[src/rtl/snitch_icache_pkg.sv]
// Shared instruction-cache types: build configuration, refill slot layout and event flags.
package snitch_icache_pkg;

  typedef struct packed {
    int unsigned nr_fetch_ports;
    int unsigned fetch_aw;
    int unsigned line_width;
    int unsigned pending_count;
  } config_t;

  localparam config_t DefaultCfg = '{
    nr_fetch_ports: 4,
    fetch_aw:       32,
    line_width:     128,
    pending_count:  4
  };

  // Width of an index over n items; never collapses to zero bits.
  function automatic int unsigned clog2_min1(input int unsigned n);
    return (n > 1) ? $clog2(n) : 1;
  endfunction

  localparam int unsigned DefPorts     = DefaultCfg.nr_fetch_ports;
  localparam int unsigned DefLineAlign = $clog2(DefaultCfg.line_width / 8);
  localparam int unsigned DefTagW      = DefaultCfg.fetch_aw - DefLineAlign;

  typedef struct packed {
    logic                valid;
    logic [DefTagW-1:0]  tag;
    logic [DefPorts-1:0] mask;
  } refill_slot_t;

  typedef struct packed {
    logic l0_miss;
    logic l0_hit;
    logic l0_prefetch;
    logic l0_double_hit;
    logic l0_stall;
    logic l0_refill_merge;
  } icache_events_t;

endpackage

[src/rtl/snitch_icache_refill_table.sv]
// Outstanding-refill slot array: tag match, lowest-free search, merge, allocate and free on response.
module snitch_icache_refill_table
  import snitch_icache_pkg::*;
#(
  parameter int unsigned NR_FETCH_PORTS = 4,
  parameter int unsigned PENDING_COUNT  = 4,
  parameter int unsigned TAG_W          = 28,
  parameter int unsigned PENDING_IW     = clog2_min1(PENDING_COUNT)
) (
  input  logic                      clk_i,
  input  logic                      rst_i,
  input  logic [TAG_W-1:0]          lookup_tag_i,
  output logic                      match_hit_o,
  output logic [PENDING_IW-1:0]     match_idx_o,
  output logic                      free_avail_o,
  output logic [PENDING_IW-1:0]     free_idx_o,
  input  logic                      merge_en_i,
  input  logic [PENDING_IW-1:0]     merge_idx_i,
  input  logic [NR_FETCH_PORTS-1:0] merge_mask_i,
  input  logic                      alloc_en_i,
  input  logic [PENDING_IW-1:0]     alloc_idx_i,
  input  logic [TAG_W-1:0]          alloc_tag_i,
  input  logic [NR_FETCH_PORTS-1:0] alloc_mask_i,
  input  logic                      rsp_valid_i,
  input  logic [PENDING_IW-1:0]     rsp_id_i,
  output logic                      rsp_hit_o,
  output logic [TAG_W-1:0]          rsp_tag_o,
  output logic [NR_FETCH_PORTS-1:0] rsp_mask_o,
  output logic                      busy_o
);

  typedef struct packed {
    logic                      valid;
    logic [TAG_W-1:0]          tag;
    logic [NR_FETCH_PORTS-1:0] mask;
  } slot_t;

  slot_t slot_q [PENDING_COUNT];
  slot_t slot_d [PENDING_COUNT];
  logic [PENDING_COUNT-1:0] freeing;

  always_comb begin
    slot_d       = slot_q;
    freeing      = '0;
    match_hit_o  = 1'b0;
    match_idx_o  = '0;
    free_avail_o = 1'b0;
    free_idx_o   = '0;
    busy_o       = 1'b0;
    rsp_hit_o    = 1'b0;
    rsp_tag_o    = '0;
    rsp_mask_o   = '0;
    for (int i = 0; i < PENDING_COUNT; i++) begin
      freeing[i] = rsp_valid_i && (rsp_id_i == PENDING_IW'(i)) && slot_q[i].valid;
      busy_o     = busy_o | slot_q[i].valid;
      if (freeing[i]) begin
        rsp_hit_o       = 1'b1;
        rsp_tag_o       = slot_q[i].tag;
        rsp_mask_o      = slot_q[i].mask;
        slot_d[i].valid = 1'b0;
      end
      // A slot being freed this cycle is invisible to lookups; its free state only shows next cycle.
      if (!match_hit_o && slot_q[i].valid && !freeing[i] && (slot_q[i].tag == lookup_tag_i)) begin
        match_hit_o = 1'b1;
        match_idx_o = PENDING_IW'(i);
      end
      if (!free_avail_o && !slot_q[i].valid) begin
        free_avail_o = 1'b1;
        free_idx_o   = PENDING_IW'(i);
      end
    end
    for (int i = 0; i < PENDING_COUNT; i++) begin
      if (merge_en_i && (merge_idx_i == PENDING_IW'(i))) begin
        slot_d[i].mask = slot_q[i].mask | merge_mask_i;
      end
      if (alloc_en_i && (alloc_idx_i == PENDING_IW'(i))) begin
        slot_d[i].valid = 1'b1;
        slot_d[i].tag   = alloc_tag_i;
        slot_d[i].mask  = alloc_mask_i;
      end
    end
  end

  always_ff @(posedge clk_i) begin
    if (rst_i) begin
      for (int i = 0; i < PENDING_COUNT; i++) begin
        slot_q[i].valid <= 1'b0;
      end
    end else begin
      slot_q <= slot_d;
    end
  end

  always_ff @(posedge clk_i) begin
    if (!rst_i && rsp_valid_i) begin
      assert (rsp_hit_o)
        else $warning("refill response id %0d targets an idle slot and is dropped", rsp_id_i);
    end
  end

endmodule

[src/rtl/snitch_icache_refill_sched.sv]
// Round-robin scheduler of L0 miss refills onto the shared L1 port, with miss merging and line broadcast.
module snitch_icache_refill_sched
  import snitch_icache_pkg::*;
#(
  parameter int unsigned NR_FETCH_PORTS = 4,
  parameter int unsigned FETCH_AW       = 32,
  parameter int unsigned LINE_WIDTH     = 128,
  parameter int unsigned PENDING_COUNT  = 4,
  parameter int unsigned PENDING_IW     = clog2_min1(PENDING_COUNT)
) (
  input  logic                               clk_i,
  input  logic                               rst_i,
  input  logic [NR_FETCH_PORTS*FETCH_AW-1:0] in_addr_i,
  input  logic [NR_FETCH_PORTS-1:0]          in_valid_i,
  output logic [NR_FETCH_PORTS-1:0]          in_ready_o,
  output logic [FETCH_AW-1:0]                out_addr_o,
  output logic [PENDING_IW-1:0]              out_id_o,
  output logic                               out_valid_o,
  input  logic                               out_ready_i,
  input  logic [LINE_WIDTH-1:0]              rsp_data_i,
  input  logic [PENDING_IW-1:0]              rsp_id_i,
  input  logic                               rsp_valid_i,
  output logic [LINE_WIDTH-1:0]              port_data_o,
  output logic [FETCH_AW-1:0]                port_addr_o,
  output logic [NR_FETCH_PORTS-1:0]          port_valid_o,
  output logic                               busy_o,
  output logic                               stall_o
);

  localparam int unsigned LINE_ALIGN = $clog2(LINE_WIDTH / 8);
  localparam int unsigned TAG_W      = FETCH_AW - LINE_ALIGN;
  localparam int unsigned PTR_W      = clog2_min1(NR_FETCH_PORTS);

  logic [PTR_W-1:0]          ptr_q, ptr_d;
  logic                      lock_q, lock_d;
  logic [PTR_W-1:0]          lock_port_q, lock_port_d;
  logic [PENDING_IW-1:0]     lock_id_q, lock_id_d;
  logic [NR_FETCH_PORTS-1:0] port_valid_q, port_valid_d;
  logic [LINE_WIDTH-1:0]     port_data_q, port_data_d;
  logic [FETCH_AW-1:0]       port_addr_q, port_addr_d;

  logic                      use_lock, gnt_valid, gnt_ready, issue;
  logic [PTR_W-1:0]          gnt_idx, cand;
  logic [NR_FETCH_PORTS-1:0] gnt_onehot;
  logic [TAG_W-1:0]          gnt_tag;
  logic [PENDING_IW-1:0]     issue_id;

  logic                      match_hit, free_avail, rsp_hit, tbl_busy;
  logic [PENDING_IW-1:0]     match_idx, free_idx;
  logic [TAG_W-1:0]          rsp_tag;
  logic [NR_FETCH_PORTS-1:0] rsp_mask;

  logic [NR_FETCH_PORTS-1:0] unused_offset_bits;

  // The byte offset inside a line never influences scheduling.
  for (genvar p = 0; p < NR_FETCH_PORTS; p++) begin : g_offset
    assign unused_offset_bits[p] = ^in_addr_i[p*FETCH_AW +: LINE_ALIGN];
  end

  // An issue stalled by L1 keeps its port and slot ID until it is accepted or withdrawn.
  always_comb begin
    use_lock  = lock_q && in_valid_i[lock_port_q];
    gnt_valid = 1'b0;
    gnt_idx   = '0;
    cand      = '0;
    if (use_lock) begin
      gnt_valid = 1'b1;
      gnt_idx   = lock_port_q;
    end else begin
      for (int i = 0; i < NR_FETCH_PORTS; i++) begin
        cand = PTR_W'((int'(ptr_q) + i) % NR_FETCH_PORTS);
        if (!gnt_valid && in_valid_i[cand]) begin
          gnt_valid = 1'b1;
          gnt_idx   = cand;
        end
      end
    end
    gnt_tag    = '0;
    gnt_onehot = '0;
    for (int p = 0; p < NR_FETCH_PORTS; p++) begin
      if (gnt_idx == PTR_W'(p)) begin
        gnt_tag       = in_addr_i[p*FETCH_AW + LINE_ALIGN +: TAG_W];
        gnt_onehot[p] = 1'b1;
      end
    end
  end

  always_comb begin
    issue       = gnt_valid && !match_hit && free_avail;
    issue_id    = use_lock ? lock_id_q : free_idx;
    gnt_ready   = gnt_valid && (match_hit || (issue && out_ready_i));
    in_ready_o  = gnt_ready ? gnt_onehot : '0;
    stall_o     = gnt_valid && !gnt_ready;
    out_valid_o = issue;
    out_id_o    = issue_id;
    out_addr_o  = {gnt_tag, {LINE_ALIGN{1'b0}}};

    ptr_d = ptr_q;
    if (gnt_ready) begin
      ptr_d = (gnt_idx == PTR_W'(NR_FETCH_PORTS - 1)) ? '0 : gnt_idx + PTR_W'(1);
    end
    lock_d      = issue && !out_ready_i;
    lock_port_d = gnt_idx;
    lock_id_d   = issue_id;

    port_valid_d = rsp_hit ? rsp_mask : '0;
    port_data_d  = rsp_hit ? rsp_data_i : port_data_q;
    port_addr_d  = rsp_hit ? {rsp_tag, {LINE_ALIGN{1'b0}}} : port_addr_q;
  end

  snitch_icache_refill_table #(
    .NR_FETCH_PORTS (NR_FETCH_PORTS),
    .PENDING_COUNT  (PENDING_COUNT),
    .TAG_W          (TAG_W),
    .PENDING_IW     (PENDING_IW)
  ) i_table (
    .clk_i        (clk_i),
    .rst_i        (rst_i),
    .lookup_tag_i (gnt_tag),
    .match_hit_o  (match_hit),
    .match_idx_o  (match_idx),
    .free_avail_o (free_avail),
    .free_idx_o   (free_idx),
    .merge_en_i   (gnt_valid && match_hit),
    .merge_idx_i  (match_idx),
    .merge_mask_i (gnt_onehot),
    .alloc_en_i   (issue && out_ready_i),
    .alloc_idx_i  (issue_id),
    .alloc_tag_i  (gnt_tag),
    .alloc_mask_i (gnt_onehot),
    .rsp_valid_i  (rsp_valid_i),
    .rsp_id_i     (rsp_id_i),
    .rsp_hit_o    (rsp_hit),
    .rsp_tag_o    (rsp_tag),
    .rsp_mask_o   (rsp_mask),
    .busy_o       (tbl_busy)
  );

  always_ff @(posedge clk_i) begin
    if (rst_i) begin
      ptr_q        <= '0;
      lock_q       <= 1'b0;
      lock_port_q  <= '0;
      lock_id_q    <= '0;
      port_valid_q <= '0;
      port_data_q  <= '0;
      port_addr_q  <= '0;
    end else begin
      ptr_q        <= ptr_d;
      lock_q       <= lock_d;
      lock_port_q  <= lock_port_d;
      lock_id_q    <= lock_id_d;
      port_valid_q <= port_valid_d;
      port_data_q  <= port_data_d;
      port_addr_q  <= port_addr_d;
    end
  end

  assign port_valid_o = port_valid_q;
  assign port_data_o  = port_data_q;
  assign port_addr_o  = port_addr_q;
  assign busy_o       = tbl_busy;

endmodule

[config.mk]
export PLATFORM = sky130hd
export DESIGN_NAME = snitch_icache_refill_sched
export DESIGN_NICKNAME = d
export VERILOG_FILES = /design/src/rtl/snitch_icache_pkg.sv /design/src/rtl/snitch_icache_refill_table.sv /design/src/rtl/snitch_icache_refill_sched.sv
export SDC_FILE = /design/constraint.sdc
export NUM_CORES = 1
export LEC_CHECK = 0
export ABC_AREA = 0
export CAP_MARGIN = 10
export CORE_MARGIN = 3
export CORE_UTILIZATION = 41
export CTS_CLUSTER_SIZE = 30
export DETAILED_ROUTE_END_ITERATION = 10
export PLACE_DENSITY = 0.75
export SKIP_CTS_REPAIR_TIMING = 1
export SLEW_MARGIN = 20
export SYNTH_ARGS = -nofsm -noshare
export SYNTH_HDL_FRONTEND = slang
export SYNTH_SLANG_ARGS = --single-unit
[constraint.sdc]
create_clock -name clk_i -period 6.7 [get_ports clk_i]
set_input_delay 1.34 -clock clk_i [delete_from_list [all_inputs] [get_ports clk_i]]
set_output_delay 1.34 -clock clk_i [all_outputs]
set_load 0.005 [all_outputs]
==> results by group, run 1 <==
Die
  • Die height: 185 µm
  • # IOs: ~470
  • Die X-Extent: 185 µm
  • Die area: between 30000 and 40000 µm²
  • Number of rows in the core area: 65
  • Initial core utilization: 0.417
  • Core Area: 31600 µm²

STA
  • Hold violation count in the final report: 0
  • Shortest clock period the worst path allows after layout: 6.68 ns
  • Number of failing setup endpoints in the final timing report: 0
  • Slew Viols, Final: 0
  • Actual transition at the worst max-transition pin: 0.979 ns
  • PnR worst setup slack: 0.0200 ns
  • Highest Clock Rate: around 0.15 GHz
  • Share of the cycle needed by the critical path after routing: 0.997
  • Unrepaired setup endpoints after global routing: true
  • Worst Skew: 0.0254 ns
  • Worst-case headroom to the max-slew limit: 0.347

Logic synthesis
  • Yosys synthesis warning count: 0
  • Xor/xnor share of the synthesized area: 0.0265
  • Synth top cells by count: dfxtp_1 (171), a22o_1 (156), edfxtp_1 (128)
  • Largest cells by area after synthesis: edfxtp_1 (29%), dfxtp_1 (26%), a22o_1 (10%), nand2_1 (3.5%), a222oi_1 (2.4%)
  • Synth Area in Adders: 0.00379
  • Synthesis-stage register bit count: 299
  • Dominant combinational cell family by area after synthesis: compound AO/OA/AOI/OAI gates
  • Synthesized-area fraction occupied by and/or/nand/nor cells: 0.149
  • Number of flops mapped to enable cells by yosys: 128
  • Most instantiated library cell after synthesis: dfxtp_1
  • Most frequently used flop master after synthesis: dfxtp_1
  • Share of synthesized registers carrying an async set or reset: 0
  • Yosys top cell area share: 0.291
  • Total standard cell area after synthesis: about 13000 µm²
  • Mean cell area of the mapped netlist: 11.1 µm²
  • Netlist cell types: 68
  • Proportion of synthesized area in mux cells: 0.00654
  • Fraction of the mapped netlist area in compound gates: 0.225
  • Post-Synthesis Cells: 1190
  • Cell type with the largest total area after synthesis: edfxtp_1
  • Proportion of synthesized chip area in sequential cells: 0.551

Place
  • Standard cell area after detailed placement: 18900 µm²
  • HPWL after detailed placement: 36700 µm
  • Weighted congestion reported at the end of routability-driven placement: 0.939
  • Count of port buffers added during placement: 446
  • Setup slack after placement: -0.814 ns

Clock network
  • Cell at the root of the clock tree: clkbuf_16
  • Maximum clock insertion buffer count: 3
  • Clock slew at reported path FFs: 0.06 ns
  • Total CTS buffers: 34
  • Clock latency on the worst-skew pair: 0.52 ns
  • Count of H-tree levels built during CTS: 2
  • CTS tree: yes
  • Clock sink total: 299

Pwr
  • Switching Power: 1.92 mW
  • VDD IR-drop max: 0.175 mV
  • Power share of the combinational group: 0.345
  • Power share of the sequential group: 0.335
  • Internal power component: 4.41 mW
  • Static leakage power: 7.88 nW
  • Portion of total power attributed to the clock network: 0.320
  • Switching part of the total power: 0.303
  • Areal power density over the cells: 306 nW/µm²

Finish
  • Share of cells above drive strength 1: 0.166
  • Non-Filler Cell Area, Final: 20700 µm²
  • # nets final: between 2000 and 2500
  • Area growth from synthesis to final layout: 56.6%

Setup path
  • Critical-path maximum fanout: 16
  • Cell chain of the critical path: clkbuf_2 > mux4_2 > nand2_4 > mux2_4 > inv_2 > ha_4 > buf_12 > buf_4 > nand2_1 > o211a_1 > buf_4 > o21ai_0 > nand4b_1 > nor4_2 > and4_1 > a2111oi_4 > buf_4 > a21oi_4 > buf_6 > and2_4 > buf_6
  • Worst endpoint data arrival time: 5.34 ns
  • Required time worst endpoint: between 5 and 6 ns
  • Critical path capture point type: primary output
  • Crit path max-delay cell type: mux4_2
  • Worst Path Buf+Inv: 8
  • Family of cells with the greatest summed delay on the critical path: simple AND/OR/NAND/NOR gates
  • Critical path class: input pin to primary output
  • Element type at the critical path start: input pin
  • CP dominant cell by count: buf_4
  • Crit path largest cell delay: 0.53 ns

Routing
  • Count of nets left with antenna violations after detail routing: 0
  • Routed wire per std cell: 23.8 µm
  • Number of search-and-repair iterations in the first detailed-routing pass: 9
  • Number of vias per cell: ~5.8
  • Vias after detailed routing: 12700
  • DRC violations left: 0
  • DRT iter0 DRCs: 1407
  • Total Wirelength: 51800 µm

Worst hold path
  • Type of the tightest min-delay check: register to register

GRT
  • Global-route met2 utilization: 0.466
  • First-pass GRT wire length: between 70000 and 80000 µm
  • Met1 track demand over resource in global routing: 0.355
  • Vias in the first global route: approximately 13000
  • Residual overflow from global routing: 0
  • Number of antenna violations at the first check in global routing: 2
  • Maximum number of pins on one net before global-route repair: 96
  • Top Usage Layer GRT: met2
  • Met3 Usage GRT: 0.0685
  • GR Util All Layers: 0.279

Job
  • Count of maximum capacitance violations: 0

Outcome
  • Run status: complete, no violations
## power groups by stage
stage,logic (mW),registers (mW),clock network [mW]
finish,2.19,2.12,2.03
floorplan,0.878,2.14,0
global placement,1.93,2.15,0
global route,2.31,2.13,2.13
detailed placement,1.96,2.16,0
CTS,1.98,2.12,2.05
## registers in the layout, indices dropped and copies added (netlist names)
signal,flops
lock_port_q,2
ptr_q,2
i_table.slot_q,132
lock_id_q,2
port_valid_o,4
port_data_o,128
lock_q,1
port_addr_o,28
## cell type report
type	instances	area, µm²
multi-input combinational	796	5760
timing repair buffer	604	5840
sequential	299	7270
clock inverter	12	176
inverter	14	52.6
fill	2388	11000
antenna	1	2.50
clock buffer	50	1070
tap	402	503
## cell families after synthesis
kind of cell             count (synthesis)
AO/OA/AOI/OAI                          365
XOR/XNOR                                40
adder cells (fa/ha/maj)                  4
buffers and inverters                  102
flip-flops                             299
multiplexers                             6
other                                    1
AND/OR/NAND/NOR                        373
## layout by cell type, fill, tap and decap left out, types with 30 or more instances in the layout
cell type	count
clkdlybuf4s50_1	436
dfxtp_1	171
a22o_1	156
buf_4	138
edfxtp_1	128
nand2_1	120
o21ai_0	58
nor2_1	57
nor3_1	53
clkbuf_16	40
a222oi_1	32
xnor2_1	30
## path summary, 6_finish.rpt
check / end / from / cells after the start / slack [ns]
setup / recovery: in_ready_o[2] / in_valid_i[3] / 21 / 0.02
setup reg to reg: i_table.slot_q[101] / lock_port_q[1] / 19 / 1.73
hold reg to reg: port_addr_o[30] / port_addr_o[30] / 2 / 0.45
hold / removal: port_addr_o[30] / port_addr_o[30] / 2 / 0.45
## through the flow
step	TNS, ns	util	hold WS, ns	power [mW]	cells
6_report	0	0.653	0.452	6.33	2178
5_1_grt	-0.211	0.653	0.483	6.57	2178
4_1_cts	-4.88	0.638	0.457	6.14	2163
3_5_place_dp	-4.61	0.599	0.443	4.12	2101
3_3_place_gp	-4.50	0.599	0.448	4.08	2101
2_1_floorplan	0	-	0.449	3.02	1197
## worst min-delay path: cells and delay by family (launching register included)
family	cells	cell delay [ns]
AOI/OAI and AO/OA	1	0.05
DFF	1	0.32
and+or+nand+nor	1	0.04
## layer usage
layer,vias up,share of wire
met2,764,0.47
met5,-,0.00025
met4,2,0.034
li1,5719,-
met1,6138,0.38
met3,116,0.11
No activity file was read; power rests on OpenSTA's default activity.
==> run 2, diff against run 1 <==
--- a/config.mk
+++ b/config.mk
@@ -17,3 +17,4 @@
 export SYNTH_ARGS = -nofsm -noshare
 export SYNTH_HDL_FRONTEND = slang
 export SYNTH_SLANG_ARGS = --single-unit
+export TNS_END_PERCENT = 30
==> results of run 2 <==
Final layout, timing and power as in run 1 (identical DEF).
==> run 3, diff against run 2 <==
--- a/config.mk
+++ b/config.mk
@@ -7,11 +7,11 @@
 export LEC_CHECK = 0
 export ABC_AREA = 0
 export CAP_MARGIN = 10
-export CORE_MARGIN = 3
-export CORE_UTILIZATION = 41
+export CORE_AREA = 3 3 184 186
 export CTS_CLUSTER_SIZE = 30
 export DETAILED_ROUTE_END_ITERATION = 10
-export PLACE_DENSITY = 0.75
+export DIE_AREA = 0 0 187 189
+export PLACE_DENSITY = 0.71
 export SKIP_CTS_REPAIR_TIMING = 1
 export SLEW_MARGIN = 20
 export SYNTH_ARGS = -nofsm -noshare
==> constraint.sdc (replaced) <==
create_clock -name clk_i -period 8.05 [get_ports clk_i]
set_input_delay 1.61 -clock clk_i [delete_from_list [all_inputs] [get_ports clk_i]]
set_output_delay 1.61 -clock clk_i [all_outputs]
set_load 0.005 [all_outputs]
==> run 3 against run 2 <==
  * Count of clock-buffer cells in the layout fell by 2
  * Setup slack improved by 0.13 ns
  * Sequential share of layout area rose by 0.41 points
  * Die area rose by 2.8%
  * Cell area fell by 1.1%
  * Clock skew rose by 0.0054 ns
  * Routed wire length fell by 1.1%
  * Worst hold slack improved by 0.0039 ns
  * Critical path type unchanged
==> results by group, run 3 (synthesis results as in run 1) <==
Outcome
  • Run status: complete, no violations

Finish
  • Register with the most flip-flops: i_table.slot_q
  • Share of cells above drive strength 1: 0.144 (-0.0219)
  • Non-Filler Cell Area, Final: 20400 µm² (-1.1%)
  • Final instance count without filler cells: 2205 (+1.2%)
  • Max FFs per register: 132 (unchanged)
  • Area growth from synthesis to final layout: 54.8%
  • # nets final: 2007 (-0.59%)
  • Top library cells by usage in the layout, fill and taps aside: clkdlybuf4s50_1 (446), dfxtp_1 (171), a22o_1 (156)
  • Final core utilization: 0.630 (-0.0237)
  • Most common cell after layout, fill and taps aside: clkdlybuf4s50_1

Die
  • Die X-Extent: 187 µm (+0.85%)
  • Initial core utilization: 0.407 (-0.0105)
  • Die area: 35300 µm² (+2.8%)
  • Die height: 189 µm (+1.9%)
  • Number of rows in the core area: 66 (+1.5%)
  • # IOs: 471 (unchanged)
  • Core Area: 32500 µm² (+2.6%)

GRT
  • Number of antenna violations at the first check in global routing: 1 (-1)
  • GR Util All Layers: 0.267 (-0.0118)
  • Maximum number of pins on one net before global-route repair: 156 (+63%)
  • Residual overflow from global routing: 0 (unchanged)
  • Vias in the first global route: 12400 (-0.50%)
  • First-pass GRT wire length: 73500 µm (+0.22%)

STA
  • Worst Skew: 0.0308 ns (+0.00539 ns)
  • Highest Clock Rate: 0.127 GHz
  • Shortest clock period the worst path allows after layout: 7.90 ns
  • Number of failing setup endpoints in the final timing report: 0 (unchanged)
  • Hold violation count in the final report: 0 (unchanged)
  • Share of the cycle needed by the critical path after routing: 0.981
  • Actual transition at the worst max-transition pin: 0.941 ns (-0.0381 ns)
  • Aggregate negative setup slack: 0 ns (unchanged)
  • Slew Viols, Final: 0 (unchanged)
  • Worst-case headroom to the max-slew limit: 0.373 (+0.0254)

Pwr
  • Switching part of the total power: 0.309 (+0.00545)
  • Static leakage power: 7.69 nW (-2.5%)
  • Post-layout total power: 5.14 mW (-19%)
  • Power share of the combinational group: 0.344 (about the same)
  • Switching Power: 1.59 mW (-17%)
  • Power share of the sequential group: 0.343 (+0.008)
  • Portion of total power attributed to the clock network: 0.313 (-0.007)
  • Internal power component: 3.55 mW (-19%)
  • VDD IR-drop max: 0.166 mV (-5.1%)
  • Areal power density over the cells: 252 nW/µm² (-18%)

Clock network
  • Cell at the root of the clock tree: clkbuf_16
  • Count of H-tree levels built during CTS: 2 (unchanged)
  • Clock sink total: 299 (unchanged)
  • Clock slew at reported path FFs: 0.06 ns (about the same)
  • Total CTS buffers: 34 (unchanged)
  • Maximum clock insertion buffer count: 3 (unchanged)
  • CTS tree: yes
  • Clock latency on the worst-skew pair: 0.53 ns (about the same)

Setup path
  • Worst endpoint data arrival time: 6.29 ns (+0.95 ns)
  • Register-to-register setup slack: 2.46 ns (+0.73 ns)
  • Critical path capture point type: primary output
  • Crit path largest cell delay: 0.51 ns (-0.02 ns)
  • Crit path max-delay cell type: mux4_2
  • Cell chain of the critical path: clkdlybuf4s50_1 > mux4_2 > nand2_2 > mux2_4 > inv_2 > ha_4 > buf_12 > clkbuf_16 > nand2_1 > o211a_1 > o21ai_0 > nor4b_2 > nand4_1 > nor4_4 > a2111oi_4 > a21oi_1 > buf_4 > and2_1 > clkdlybuf4s50_1
  • CP dominant cell by count: clkdlybuf4s50_1
  • Required time worst endpoint: 6.44 ns (+1.08 ns)
  • Element type at the critical path start: input pin
  • Critical-path maximum fanout: 13 (-3)
  • Critical path class: input pin to primary output

Routing
  • Count of nets left with antenna violations after detail routing: 0 (unchanged)
  • Total Wirelength: 51300 µm (-1.1%)
  • DRC violations left: 0 (unchanged)
  • Vias after detailed routing: 12600 (-1.0%)
  • Routed wire per std cell: 23.3 µm (-2.3%)
  • Number of vias per cell: 5.72 (-2.2%)
  • DRT iter0 DRCs: 1250 (-11%)
  • Number of search-and-repair iterations in the first detailed-routing pass: 9 (unchanged)

Job
  • Count of maximum capacitance violations: 0 (unchanged)

Place
  • Standard cell area after detailed placement: 18900 µm² (-0.38%)
  • HPWL after detailed placement: 35900 µm (-2.2%)
  • Weighted congestion reported at the end of routability-driven placement: 0.914 (-2.7%)
  • Placed Cells incl. Taps: 2128 (+1.3%)
  • Count of port buffers added during placement: 446 (unchanged)

Worst hold path
  • Type of the tightest min-delay check: register to register
## run 3: power groups by stage
| stage | sequential, mW | combinational, mW | clock [mW] |
|---|---|---|---|
| after detailed placement | 1.79 | 1.62 | 0 |
| after global placement | 1.79 | 1.60 | 0 |
| final | 1.76 | 1.77 | 1.61 |
| after floorplan | 1.78 | 0.731 | 0 |
| after CTS | 1.76 | 1.63 | 1.63 |
| after global routing | 1.77 | 1.87 | 1.69 |
## run 3: routing by layer
layer / GRT usage / share of wire
met1: 0.333 / 0.39
met3: 0.0685 / 0.10
met2: 0.447 / 0.47
met4: 0.103 / 0.039
met5: 0 / 0
## run 3: worst paths after layout
check | startpoint | endpoint | cells after the start
setup / recovery | in_valid_i[3] | in_ready_o[0] | 19
setup reg to reg | lock_port_q[1] | i_table.slot_q[41] | 20
hold / removal | port_addr_o[30] | port_addr_o[30] | 2
hold reg to reg | port_addr_o[30] | port_addr_o[30] | 2
## run 3: worst max-delay path: cells and delay by family
kind	cells	cell delay, ns
AOI/OAI and AO/OA	4	0.82
adders and majority gates	1	0.19
and+or+nand+nor	6	1.28
buffers and inverters	6	1.50
muxes	2	0.87
## run 3: layout make-up
class                           count  area (µm²)
Timing Repair Buffer              591        5710
Clock inverter                     11         209
Fill cell                        2567       12000
Multi-Input combinational cell    797        5670
Sequential cell                   299        7270
Antenna cell                        3        7.51
Clock buffer                       48         963
Inverter                           14        57.6
Tap cell                          442         553
## run 3: per-stage QoR
stage	setup WS [ns]	hold slack, ns
2_1_floorplan	1.02	0.449
3_3_place_gp	0.103	0.442
3_5_place_dp	0.0442	0.451
4_1_cts	0.0322	0.465
5_1_grt	-0.0531	0.482
6_report	0.155	0.456
